==> src/rtl/uart_tx_fsm.sv <==
// UART transmit frame sequencer: start, LSB-first data via serializer, optional parity, stop; START follows accept by one cycle.
// No buffering: DATA_VALID is taken only in IDLE or STOP, and upstream holds off while BUSY is high.
module uart_tx_fsm #(
  parameter int DATA_WIDTH = 8
) (
  input  logic                  CLK,
  input  logic                  RST,
  input  logic [DATA_WIDTH-1:0] P_DATA,
  input  logic                  DATA_VALID,
  input  logic                  PAR_EN,
  input  logic                  PAR_TYP,
  input  logic                  ser_done,
  input  logic                  ser_data,
  output logic                  load,
  output logic                  ser_en,
  output logic                  TX_OUT,
  output logic                  BUSY
);

  typedef enum logic [2:0] {
    IDLE   = 3'd0,
    START  = 3'd1,
    DATA   = 3'd2,
    PARITY = 3'd3,
    STOP   = 3'd4
  } state_t;

  state_t r_state;
  state_t w_next;
  logic   r_par_bit;
  logic   r_par_en;
  logic   w_accept;

  // Gated by RST so a request during reset never pulses load.
  assign w_accept = RST && DATA_VALID && ((r_state == IDLE) || (r_state == STOP));

  always_ff @(posedge CLK) begin
    if (!RST) begin
      r_state   <= IDLE;
      r_par_bit <= 1'b0;
      r_par_en  <= 1'b0;
    end else begin
      r_state <= w_next;
      if (w_accept) begin
        r_par_bit <= (^P_DATA) ^ PAR_TYP;
        r_par_en  <= PAR_EN;
      end
    end
  end

  always_comb begin
    w_next = r_state;
    load   = w_accept;
    ser_en = 1'b0;
    TX_OUT = 1'b1;
    BUSY   = 1'b0;
    case (r_state)
      IDLE: begin
        if (w_accept) w_next = START;
      end
      START: begin
        TX_OUT = 1'b0;
        BUSY   = 1'b1;
        w_next = DATA;
      end
      DATA: begin
        ser_en = 1'b1;
        TX_OUT = ser_data;
        BUSY   = 1'b1;
        if (ser_done) w_next = r_par_en ? PARITY : STOP;
      end
      PARITY: begin
        TX_OUT = r_par_bit;
        BUSY   = 1'b1;
        w_next = STOP;
      end
      STOP: begin
        BUSY   = 1'b1;
        w_next = w_accept ? START : IDLE;
      end
      default: begin
        w_next = IDLE;
      end
    endcase
    // Line goes idle-high in the same cycle reset is applied, not at the next edge.
    if (!RST) begin
      ser_en = 1'b0;
      TX_OUT = 1'b1;
      BUSY   = 1'b0;
    end
  end

endmodule
==> config.mk <==
export PLATFORM = sky130hd
export DESIGN_NAME = uart_tx_fsm
export DESIGN_NICKNAME = d
export VERILOG_FILES = /design/src/rtl/uart_tx_fsm.sv
export SDC_FILE = /design/constraint.sdc
export NUM_CORES = 1
export LEC_CHECK = 0
export BUFFER_PORTS_ARGS = -buffer_cell sky130_fd_sc_hd__buf_4
export CAP_MARGIN = 40
export CELL_PAD_IN_SITES_DETAIL_PLACEMENT = 1
export CELL_PAD_IN_SITES_GLOBAL_PLACEMENT = 1
export CORE_AREA = 2 2 39 41
export DETAILED_ROUTE_END_ITERATION = 10
export DIE_AREA = 0 0 41 43
export PLACE_DENSITY = 0.78
export SETUP_SLACK_MARGIN = 0.2
export SYNTH_ARGS = -nofsm -noshare
export SYNTH_HDL_FRONTEND = slang
export SYNTH_SLANG_ARGS = --single-unit
==> constraint.sdc <==
create_clock -name CLK -period 4.1 [get_ports CLK]
set_clock_uncertainty 0.2 [all_clocks]
set_input_delay 0.82 -clock CLK [delete_from_list [all_inputs] [get_ports CLK]]
set_output_delay 0.82 -clock CLK [all_outputs]
set_load 0.05 [all_outputs]
==> results.yml <==
outcome:
  status: "finished, final reports clean"
final_layout:
  syn_to_final_growth_pct: 41.6
  final_nets: 81
  fin_util: 0.410
  drive_above_1_share: 0.385
  num_antenna_cells: 0
floorplanning:
  die-width_microns: 41
  die_h_microns: 43
  ios: 19
  core-area_sq_mm: 0.00138
  rows: 14
  die_area_sq_mm: 0.00176
  initial_core_util: 0.289
cts:
  cts_buffers: 3
  numClockSinks: 5
  hold_buffers: 0
  insertion_delay_ns: 0.24
  cts_tree: "built"
  cts_setup_buffers: 0
  clk_pin_slew_ns: 0.04
  cts_root_buf: "clkbuf_4"
  clockBufferDepth: 2
  cts_resized: 0
  cts_htree_levels: 1
detailed_routing:
  drt_wl_total_microns: 936
  routed.top_layer: "met3"
  met2WireLength_microns: 498
  drt_first_iter_violations: 1
  wl_met1_microns: 381
  drc: 0
  met3WireLength_microns: 56
  vias: 397
  dr.pass1.iters: 2
  avgRoutedWirePerCell_microns: 11.6
  ant_nets: 0
  viasPerCell: 4.90
worst_setup_path:
  required_ns: 3.08
  cp-end-kind: "output port"
  worst-path-max-fanout: 1
  path_class: "in2out"
  arrival_ns: 1.59
  startpoint_type: "input pin"
logic_synthesis:
  yosysTopAreaCell: "dfxtp_1"
  syn-cell-area_sq_um: 400
  synthTopCellsByArea: "dfxtp_1 25%, xnor3_1 11%, nand2_1 4.7%"
  synth_edf_count: 0
  seq_area_frac_synth: 0.250
  yosysUniqueCellTypes: 24
  syn_nets: 61
  syn_area_per_cell_sq_um: 8.70
  yosysTopAreaCellShare: 0.250
  synth_top_flop_cell: "dfxtp_1"
  synth_common_cells: "5 x dfxtp_1, 5 x nand2_1, 4 x nor2_1"
  ys_async_sr_fraction: 0
  ys_warn_count: 0
  ys_ff_latch: 5
  synth_cells: 46
grt:
  antenna_found_initial: 0
  grt_pass1_wl_mm: 1.48
  grt_usage: 0.123
  grt_pass1_vias: 393
  grt_max_degree: 13
  grt_remaining_overflow: 0
timing:
  rsz0062_at_grt: "false"
  finalSetupViolations: 0
  fin_crit_sh: 0.636
  tns_ns: 0
  period_needed_ns: 2.61
  drv_slew: 0
  worstMarginPinSlew_ns: 0.381
  finalHoldViolations: 0
  fmax_mhz: 383
  relSlewSlack: 0.746
pwr:
  powerDensity_mw_per_mm2: 448
  max-vdd-ir-drop_mv: 0.120
  power.leakage_uw: 0.000262
placement:
  place.gp.congestion: 0.666
  port_buffers: 18
min_path:
  hold_class: "reg2reg"
run:
  cap_violations: 0
## power breakdown
group / internal, uW / leakage [uW] / switching (uW) / total [uW]
clock: 36.8 / 0.0000150 / 20.4 / 57.2
combinational: 57.7 / 0.000206 / 61.4 / 119
sequential: 58.4 / 0.0000411 / 19.1 / 77.5
total: 153 / 0.000262 / 101 / 254
## critical path, cell delays in order
cell and delay [ns]:
buf_4 0.11, nor2b_1 0.09, o21ai_0 0.07, or3_1 0.31, buf_4 0.20
## layout by cell type (no fill, tap or decap), types with 3 or more instances in the layout
| master | instances |
|---|---|
| nand2_1 | 5 |
| clkbuf_4 | 3 |
| buf_4 | 18 |
| nor2_1 | 4 |
| o21ai_0 | 3 |
| nor2b_1 | 3 |
| dfxtp_1 | 5 |
## area by class of cell
| type | instances | area [sq um] |
|---|---|---|
| multi-input combinational | 36 | 278 |
| clock buffer | 4 | 26.3 |
| inverter | 2 | 7.51 |
| fill | 178 | 817 |
| tap | 16 | 20.0 |
| sequential | 5 | 100 |
| timing repair buffer | 18 | 135 |
## logic make-up (layout without fill, tap and decap cells)
kind of cell / after synthesis / in the layout / synth area share
buffers and inverters: 5 / 24 / 0.0562
multiplexers: 1 / 1 / 0.0250
XOR/XNOR: 6 / 6 / 0.200
flip-flops: 5 / 5 / 0.250
AND/OR/NAND/NOR: 21 / 21 / 0.309
AO/OA/AOI/OAI: 8 / 8 / 0.159
## path summary, 6_finish.rpt
kind,slack (ns),to,start,depth (start not counted)
min reg2reg,0.30,r_par_en,r_par_en,2
max,1.49,TX_OUT,ser_data,5
max reg2reg,2.74,r_state[1],r_state[1],4
min,0.30,r_par_en,r_par_en,2
## routing by layer
metal | global-route usage | vias up
li1 | - | 199
met1 | 0.123 | 186
met2 | 0.206 | 12
met3 | 0.0628 | 0
met4 | 0.0400 | 0
met5 | 0 | -
## registers in the layout, indices dropped and copies added (netlist names)
name       cells
r_par_bit      1
r_state        3
r_par_en       1
## through the flow
step	hold slack (ns)	total power, uW	worst slack (ns)	area, sq um	std cells
finish	0.297	254	1.49	567	81
global route	0.333	272	1.45	567	81
CTS	0.302	259	1.49	567	81
detailed placement	0.295	199	1.49	541	77
global placement	0.278	195	1.51	541	77
floorplan	0.262	166	1.16	400	46
Note: power is estimated with default switching activity, not from simulation.
